==> src/rtl/wbu_commit_arb.sv <==
// wbu_commit_arb: collects completions from the long-latency integer units
// (0=MUL, 1=DIV, 2=CSR, 3=LSU). It grants one per cycle, round-robin, onto
// the single register-file write port and pulses commit_valid/commit_id to
// free the matching hazard-unit entry.
// Optional build macro WBU_SKID_BUF_EN: adds a BUF_DEPTH-entry FIFO per
// source, so ready depends only on registered fill state. Without it, ready
// is the grant itself and there is no storage.

`ifndef COMMIT_ID_WIDTH
`define COMMIT_ID_WIDTH 4
`endif
`ifndef REG_ADDR_WIDTH
`define REG_ADDR_WIDTH 5
`endif
`ifndef REG_DATA_WIDTH
`define REG_DATA_WIDTH 32
`endif

module wbu_commit_arb #(
  parameter int NUM_SRC   = 4,
  parameter int BUF_DEPTH = 2
) (
  input  logic                                  clk,
  input  logic                                  rst,
  input  logic [NUM_SRC-1:0]                    src_valid_i,
  output logic [NUM_SRC-1:0]                    src_ready_o,
  input  logic [NUM_SRC*`COMMIT_ID_WIDTH-1:0]   src_commit_id_i,
  input  logic [NUM_SRC-1:0]                    src_rd_we_i,
  input  logic [NUM_SRC*`REG_ADDR_WIDTH-1:0]    src_rd_addr_i,
  input  logic [NUM_SRC*`REG_DATA_WIDTH-1:0]    src_rd_data_i,
  output logic                                  reg_we_o,
  output logic [`REG_ADDR_WIDTH-1:0]            reg_waddr_o,
  output logic [`REG_DATA_WIDTH-1:0]            reg_wdata_o,
  output logic                                  commit_valid_o,
  output logic [`COMMIT_ID_WIDTH-1:0]           commit_id_o,
  output logic                                  busy_o
);

  localparam int IDW   = `COMMIT_ID_WIDTH;
  localparam int AW    = `REG_ADDR_WIDTH;
  localparam int DW    = `REG_DATA_WIDTH;
  localparam int PTR_W = (NUM_SRC > 1) ? $clog2(NUM_SRC) : 1;

  logic [NUM_SRC-1:0] cand_valid;
  logic [IDW-1:0]     cand_id   [NUM_SRC];
  logic               cand_we   [NUM_SRC];
  logic [AW-1:0]      cand_addr [NUM_SRC];
  logic [DW-1:0]      cand_data [NUM_SRC];

  logic [NUM_SRC-1:0] grant;
  logic [PTR_W-1:0]   gnt_idx;
  logic               gnt_any;
  logic [PTR_W-1:0]   rr_ptr_q, rr_ptr_d;
  int                 arb_idx;
  logic [PTR_W-1:0]   arb_sel;

  logic               commit_valid_q, commit_valid_d;
  logic [IDW-1:0]     commit_id_q, commit_id_d;
  logic               reg_we_q, reg_we_d;
  logic [AW-1:0]      reg_waddr_q, reg_waddr_d;
  logic [DW-1:0]      reg_wdata_q, reg_wdata_d;

`ifdef WBU_SKID_BUF_EN
  localparam int BPTR_W = (BUF_DEPTH > 1) ? $clog2(BUF_DEPTH) : 1;
  localparam int CNT_W  = $clog2(BUF_DEPTH + 1);

  logic [IDW-1:0]    buf_id_q   [NUM_SRC][BUF_DEPTH];
  logic              buf_we_q   [NUM_SRC][BUF_DEPTH];
  logic [AW-1:0]     buf_addr_q [NUM_SRC][BUF_DEPTH];
  logic [DW-1:0]     buf_data_q [NUM_SRC][BUF_DEPTH];
  logic [BPTR_W-1:0] wr_ptr_q [NUM_SRC];
  logic [BPTR_W-1:0] rd_ptr_q [NUM_SRC];
  logic [CNT_W-1:0]  count_q  [NUM_SRC];
  logic [NUM_SRC-1:0] push;

  function automatic logic [BPTR_W-1:0] ptr_inc(input logic [BPTR_W-1:0] p);
    return (p == BPTR_W'(BUF_DEPTH - 1)) ? '0 : p + 1'b1;
  endfunction

  // Ready and candidates come from registered FIFO state only
  always_comb begin
    for (int i = 0; i < NUM_SRC; i++) begin
      src_ready_o[i] = (count_q[i] < CNT_W'(BUF_DEPTH));
      push[i]        = src_valid_i[i] && src_ready_o[i];
      cand_valid[i]  = (count_q[i] != '0);
      cand_id[i]     = buf_id_q[i][rd_ptr_q[i]];
      cand_we[i]     = buf_we_q[i][rd_ptr_q[i]];
      cand_addr[i]   = buf_addr_q[i][rd_ptr_q[i]];
      cand_data[i]   = buf_data_q[i][rd_ptr_q[i]];
    end
    busy_o = (|src_valid_i) || (|cand_valid);
  end

  // FIFO storage; contents need no reset because count gates every read
  always_ff @(posedge clk) begin
    for (int i = 0; i < NUM_SRC; i++) begin
      if (push[i]) begin
        buf_id_q[i][wr_ptr_q[i]]   <= src_commit_id_i[i*IDW +: IDW];
        buf_we_q[i][wr_ptr_q[i]]   <= src_rd_we_i[i];
        buf_addr_q[i][wr_ptr_q[i]] <= src_rd_addr_i[i*AW +: AW];
        buf_data_q[i][wr_ptr_q[i]] <= src_rd_data_i[i*DW +: DW];
      end
    end
  end

  // FIFO pointers and fill counts; push and pop together leave count unchanged
  always_ff @(posedge clk) begin
    for (int i = 0; i < NUM_SRC; i++) begin
      if (rst) begin
        wr_ptr_q[i] <= '0;
        rd_ptr_q[i] <= '0;
        count_q[i]  <= '0;
      end else begin
        if (push[i])  wr_ptr_q[i] <= ptr_inc(wr_ptr_q[i]);
        if (grant[i]) rd_ptr_q[i] <= ptr_inc(rd_ptr_q[i]);
        if (push[i] && !grant[i])      count_q[i] <= count_q[i] + 1'b1;
        else if (!push[i] && grant[i]) count_q[i] <= count_q[i] - 1'b1;
      end
    end
  end
`else
  // Pass-through: the live input is the candidate and ready is the grant
  always_comb begin
    for (int i = 0; i < NUM_SRC; i++) begin
      cand_valid[i] = src_valid_i[i];
      cand_id[i]    = src_commit_id_i[i*IDW +: IDW];
      cand_we[i]    = src_rd_we_i[i];
      cand_addr[i]  = src_rd_addr_i[i*AW +: AW];
      cand_data[i]  = src_rd_data_i[i*DW +: DW];
    end
    src_ready_o = grant;
    busy_o      = |src_valid_i;
  end
`endif

  // Round-robin search starting at rr_ptr, plus next-state of the output stage
  always_comb begin
    grant   = '0;
    gnt_idx = '0;
    gnt_any = 1'b0;
    arb_idx = 0;
    arb_sel = '0;
    for (int k = 0; k < NUM_SRC; k++) begin
      arb_idx = int'(rr_ptr_q) + k;
      if (arb_idx >= NUM_SRC) arb_idx = arb_idx - NUM_SRC;
      arb_sel = PTR_W'(arb_idx);
      if (!gnt_any && cand_valid[arb_sel]) begin
        gnt_any = 1'b1;
        gnt_idx = arb_sel;
      end
    end
    grant[gnt_idx] = gnt_any;

    rr_ptr_d = rr_ptr_q;
    if (gnt_any) rr_ptr_d = (gnt_idx == PTR_W'(NUM_SRC - 1)) ? '0 : gnt_idx + 1'b1;

    commit_valid_d = gnt_any;
    commit_id_d    = gnt_any ? cand_id[gnt_idx] : '0;
    reg_we_d       = gnt_any && cand_we[gnt_idx] && (cand_addr[gnt_idx] != '0);
    reg_waddr_d    = gnt_any ? cand_addr[gnt_idx] : '0;
    reg_wdata_d    = gnt_any ? cand_data[gnt_idx] : '0;
  end

  // Registered output stage and arbitration pointer
  always_ff @(posedge clk) begin
    if (rst) begin
      rr_ptr_q       <= '0;
      commit_valid_q <= 1'b0;
      commit_id_q    <= '0;
      reg_we_q       <= 1'b0;
      reg_waddr_q    <= '0;
      reg_wdata_q    <= '0;
    end else begin
      rr_ptr_q       <= rr_ptr_d;
      commit_valid_q <= commit_valid_d;
      commit_id_q    <= commit_id_d;
      reg_we_q       <= reg_we_d;
      reg_waddr_q    <= reg_waddr_d;
      reg_wdata_q    <= reg_wdata_d;
    end
  end

  assign commit_valid_o = commit_valid_q;
  assign commit_id_o    = commit_id_q;
  assign reg_we_o       = reg_we_q;
  assign reg_waddr_o    = reg_waddr_q;
  assign reg_wdata_o    = reg_wdata_q;

endmodule

==> config.mk <==
export PLATFORM = sky130hd
export DESIGN_NAME = wbu_commit_arb
export DESIGN_NICKNAME = d
export VERILOG_FILES = /design/src/rtl/wbu_commit_arb.sv
export SDC_FILE = /design/constraint.sdc
export NUM_CORES = 1
export LEC_CHECK = 0
export BUFFER_PORTS_ARGS = -buffer_cell sky130_fd_sc_hd__buf_2
export CORE_AREA = 2 2 86 88
export CTS_BUF_LIST = sky130_fd_sc_hd__clkbuf_16
export DETAILED_ROUTE_END_ITERATION = 8
export DIE_AREA = 0 0 88 90
export MAX_ROUTING_LAYER = met4
export PLACE_DENSITY = 0.88
export SLEW_MARGIN = 10
export SYNTH_ARGS = -nofsm -noshare
export SYNTH_HDL_FRONTEND = slang
export SYNTH_SLANG_ARGS = --single-unit
==> constraint.sdc <==
create_clock -name clk -period 4.4 [get_ports clk]
set_input_delay 0.22 -clock clk [delete_from_list [all_inputs] [get_ports clk]]
set_output_delay 0.22 -clock clk [all_outputs]
set_load 0.1 [all_outputs]
## After elaboration in Yosys (flattened, before gate mapping)

Index checks and enable logic that the tools add are counted.

| cells by class | value |
|---|---|
| add/sub/neg operators | 8 |
| magnitude comparators | 11 |
| mux-type cells | 35 |
| reductions and logical operators | 12 |
| bitwise logic cells | 3 |
| eq/ne operators | 1 |

Operator list:

| cell | count |
|---|---|
| $bmux 32 s2 | 1 |
| $mux 32 | 2 |
| $mux 2 | 9 |
| $lt 2x3->1 const B | 5 |
| $ge 3x3->1 const B | 4 |
| $mux 1 | 11 |
| $bmux 1 s2 | 5 |
| $bmux 5 s2 | 1 |
| $mux 5 | 2 |
| $bmux 4 s2 | 1 |
| $mux 4 | 2 |
| $sub 2x1->2 const B | 4 |
| $add 2x2->3 const B | 2 |
| $logic_and 1x1->1 | 6 |
| $reduce_bool 5->1 | 1 |
| $and 4x4->4 | 1 |
| $reduce_or 4->1 | 1 |
| $add 2x1->3 const B | 1 |
| $ge 2x3->1 const B | 1 |
| $logic_not 1->1 | 3 |
| $not 2->3 | 1 |
| $add 2x1->2 const B | 1 |
| $demux 1 s2 | 1 |
| $eq 2x2->1 const B | 1 |
| 3 further kinds | 3 |

| storage, ports and cells | value |
|---|---|
| register bits after elaboration | 45 |
| input bits | 174 |
| output and inout bits | 48 |

## Logic depth before layout (Yosys ltp)

| logic depth | value |
|---|---|
| depth after elaboration | 20 |
| depth in mapped cells | 9 |
| mapped depth without buffers | 7 |

## Least setup slack after synthesis

Ideal clock, no wire load.

| path | value |
|---|---|
| path kind | flip-flop to output port |
| start point | register rr_ptr_q[1] |
| end point | output src_ready_o[1] |
| arrival | 2.981 ns |
| stages on the path, launching flop included | 10 |
| setup slack | 1.199 ns |
| path through | dfxtp_1 > nand2_1 > a311o_2 > and2_4 > buf_6 > clkinv_4 > buf_6 > buf_6 > ha_1 > nor2b_1 |

| on the way | value |
|---|---|
| cells in the longest elaborated chain, start to end | 19 |

RTL lines:

| item | line | RTL |
|---|---|---|
| from (decl) | 53 | `logic [PTR_W-1:0] rr_ptr_q, rr_ptr_d;` |
| from (signal assigned) | 174 | `rr_ptr_q <= rr_ptr_d;` |
| branches (longest 18 deep; another with $add 2x1->3) | n/a |  |
| $and 4x4->4 (no line) (*) | n/a |  |
| to (decl) | 26 | `output logic [NUM_SRC-1:0] src_ready_o,` |

Every way passes the cells marked *. The select of a mux whose other input is x is not followed.

## Final worst setup path

| path | value |
|---|---|
| start point | register rr_ptr_q[0] |
| end point | output src_ready_o[2] |

The elaborated chain is that of the path after synthesis.

==> run_results.csv <==
group,metric,value,unit
status,status,"finished, final reports clean",
yosys,avgSynthCellArea,9.67,um2
pwr,fin_total_pwr,2210,uW
finish,area_delta_synth_final,45.0,%
clock_network,cts_inserted_buffers,5,
global_routing,grt.total_usage,0.213,
sta,grt_setup_unrepaired,"false",
clock_network,cts_tree,"yes",
pwr,pwr_density_cell,562,nW/um2
global_routing,grt_pass1_wl,13.3,mm
setup_path,critPathLaunchType,"flip-flop",
die,die_x,88,um
worst_hold_path,holdPathStages,2,
pwr,clkPwrFrac,0.160,
yosys,synth-compound-area-share,0.270,
setup_path,path_buf_inv,2,
pwr,power.internal,1010,uW
finish,nNetsFinal,661,
pwr,switching_power,1190,uW
setup_path,required,4180,ps
routing,drc,0,
clock_network,holdBufCountCts,0,
finish,n_fill_cell,658,
worst_hold_path,hp-class,"in -> reg",
sta,hold_viol,0,
yosys,synth_xor_area_frac,0,
pwr,leakage,0.00206,uW
routing,drt_wl_total,8.73,mm
setup_path,end_kind,"output pin",
yosys,synth-simple-area-share,0.140,
routing,first_pass_iters,4,
flow_run,max_cap_violations,0,
setup_path,cp.depth,7,
yosys,ys_warn_count,0,
die,initial_core_util,0.386,
clock_network,htreeDepth,2,
yosys,muxShareOfSynthArea,0.160,
pwr,p_sw_frac,0.541,
routing,vias,3004,
yosys,synth_cell_type_count,28,
clock_network,cts_resized,0,
sta,hold_slack,132,ps
die,coreArea,7020,um2
clock_network,cts_sinks,45,
die,dieArea,7920,um2
global_routing,grt.overflow.total,0,
global_routing,grt_max_degree,47,
setup_path,cpPeakStageDelay,640,ps
finish,layout.cells.non_filler,584,
routing,via_per_inst,5.14,
setup_path,worstRegToRegCells,8,
pwr,share_seq_of_total_power,0.235,
pwr,pwr-share-comb,0.605,
placement,post_dp_cell_area,3790,um2
setup_path,cp_top_family,"compound AO/OA/AOI/OAI gates",
finish,drive_gt1_frac,0.517,
setup_path,crit_type,"reg -> out",
clock_network,cts_setup_buffers,0,
yosys,ys_seq_area_frac,0.333,
placement,numPortBuffers,221,
sta,tns,0,ps
yosys,ys_ff_latch,45,
yosys,netlist_area,2710,um2
setup_path,worstPathMaxFanout,41,
clock_network,clk_latency,280,ps
setup_path,worstPathCellList,"nor2b_1 > a21o_1 > a211oi_2 > inv_2 > ha_1 > nor2b_1 > buf_2",
sta,fmax,334,MHz
sta,slew_viol_final,0,
clock_network,cts_root_buf,"clkbuf_16",
pwr,ir_drop,427,uV
setup_path,critPathArrivalTime,2770,ps
die,rows,31,
finish,final_area,3930,um2
routing,wl_per_cell,15.0,um
global_routing,antenna_found_initial,1,
placement,dpl.hpwl,6.72,mm
sta,tightest_slew,888,ps
sta,layout_min_cycle_time,2990,ps
die,io-pin-count,222,
yosys,synth_cells,280,
sta,setup_viol,0,
global_routing,grt_pass1_vias,2961,
placement,gp_congestion,0.811,
yosys,synthAdderAreaFrac,0.0185,
setup_path,crit_top_cell,"nor2b_1",
die,die_y,90,um
sta,finalCritPeriodShare,0.679,
sta,relSlewSlack,0.408,
placement,dpl.cell_count,575,
routing,ant_nets,0,
sta,clock_skew,4.37,ps
yosys,synth_top_family_by_area,"compound AO/OA/AOI/OAI gates",
clock_network,clockBufferDepth,2,
routing,drtIter0Drc,75,
setup_path,cpMaxStageDelayCell,"a211oi_2",
clock_network,clk_pin_slew,60,ps
yosys,synth_fp_nets,458,
==> final cells by class <==
type	count	area (um2)	share of cell area
multi-input combinational	199	1590	0.405
timing repair buffer	226	1140	0.291
sequential	45	901	0.229
clock buffer	5	125	0.0318
tap	99	124	0.0315
inverter	6	27.5	0.00701
clock inverter	3	12.5	0.00318
antenna	1	2.50	0.000637
==> worst register-to-register path: cells and delay by family (launching register included) <==
family,cells,cell delay (ps)
AOI/OAI and AO/OA,5,1420
and+or+nand+nor,1,80
buffers and inverters,2,870
DFF,1,360
==> placed cells by master (no fill, tap or decap), types with 4 or more instances in the layout <==
cell / count
a211oi_2: 10
nor3_1: 4
nor2_1: 4
buf_4: 5
buf_2: 221
nor2b_1: 5
dfxtp_1: 45
mux2i_1: 41
ha_1: 4
and3_1: 44
a211oi_1: 71
clkbuf_16: 5
inv_1: 4
==> synthesized netlist by cell type <==
library cell	instances	area, um2
nor4_1	1	6.26
o22a_1	2	17.5
nor2_1	4	15.0
or2_2	1	6.26
nand2_1	1	3.75
and3_1	44	275
nor2b_1	5	31.3
a21oi_1	1	5.00
and2_4	1	8.76
inv_2	1	3.75
clkinv_4	1	8.76
nor3_1	4	20.0
a311o_2	1	11.3
a311oi_2	1	15.0
buf_4	2	15.0
a211oi_1	71	533
dfxtp_1	45	901
inv_1	4	15.0
clkbuf_1	9	33.8
mux2_2	2	22.5
ha_1	4	50.1
mux2i_1	41	410
a21o_1	2	15.0
a211oi_2	10	125
buf_6	7	78.8
nand2b_1	2	12.5
buf_2	12	60.1
a221oi_1	1	8.76
==> per-stage QoR <==
step | setup slack (ps) | utilization
floorplan | 1200 | -
global placement | 1610 | 0.540
detailed placement | 1470 | 0.540
CTS | 1430 | 0.559
global route | 1320 | 0.560
finish | 1410 | 0.560
==> power groups by stage <==
stage,clock network [uW],logic (uW),registers (uW)
finish,353,1340,519
detailed placement,0,1340,528
global route,374,1400,526
CTS,364,1340,520
global placement,0,1310,525
floorplan,0,544,1110
==> flip-flops by register name (all words and copies together) (netlist names) <==
signal	count
commit_id_o	4
commit_valid_o	1
reg_wdata_o	32
reg_waddr_o	5
rr_ptr_q	2
reg_we_o	1
==> logic make-up after synthesis <==
family	after synthesis
buf+inv	36
fa+ha+maj	4
simple gates	63
compound gates	89
mux	43
flops	45
==> metal layers <==
layer | GRT usage | vias to the layer above | wire (um) | part of all wire
li1 | - | 1493 | - | -
met1 | 0.229 | 1356 | 3510 | 0.40
met2 | 0.378 | 137 | 4440 | 0.51
met3 | 0.0478 | 18 | 598 | 0.068
met4 | 0.0731 | 0 | 183 | 0.021
met5 | - | - | 0 | 0
==> final timing paths <==
check | from | to | slack [ps]
min reg2reg | rr_ptr_q[0]$_SDFFE_PP0P_ | rr_ptr_q[0]$_SDFFE_PP0P_ | 610
max reg2reg | rr_ptr_q[0]$_SDFFE_PP0P_ | reg_we_o$_SDFF_PP0_ | 1510
max | rr_ptr_q[0]$_SDFFE_PP0P_ | src_ready_o[2] | 1410
min | rst | rr_ptr_q[1]$_SDFFE_PP0P_ | 130
(Power assumes the default switching activity.)
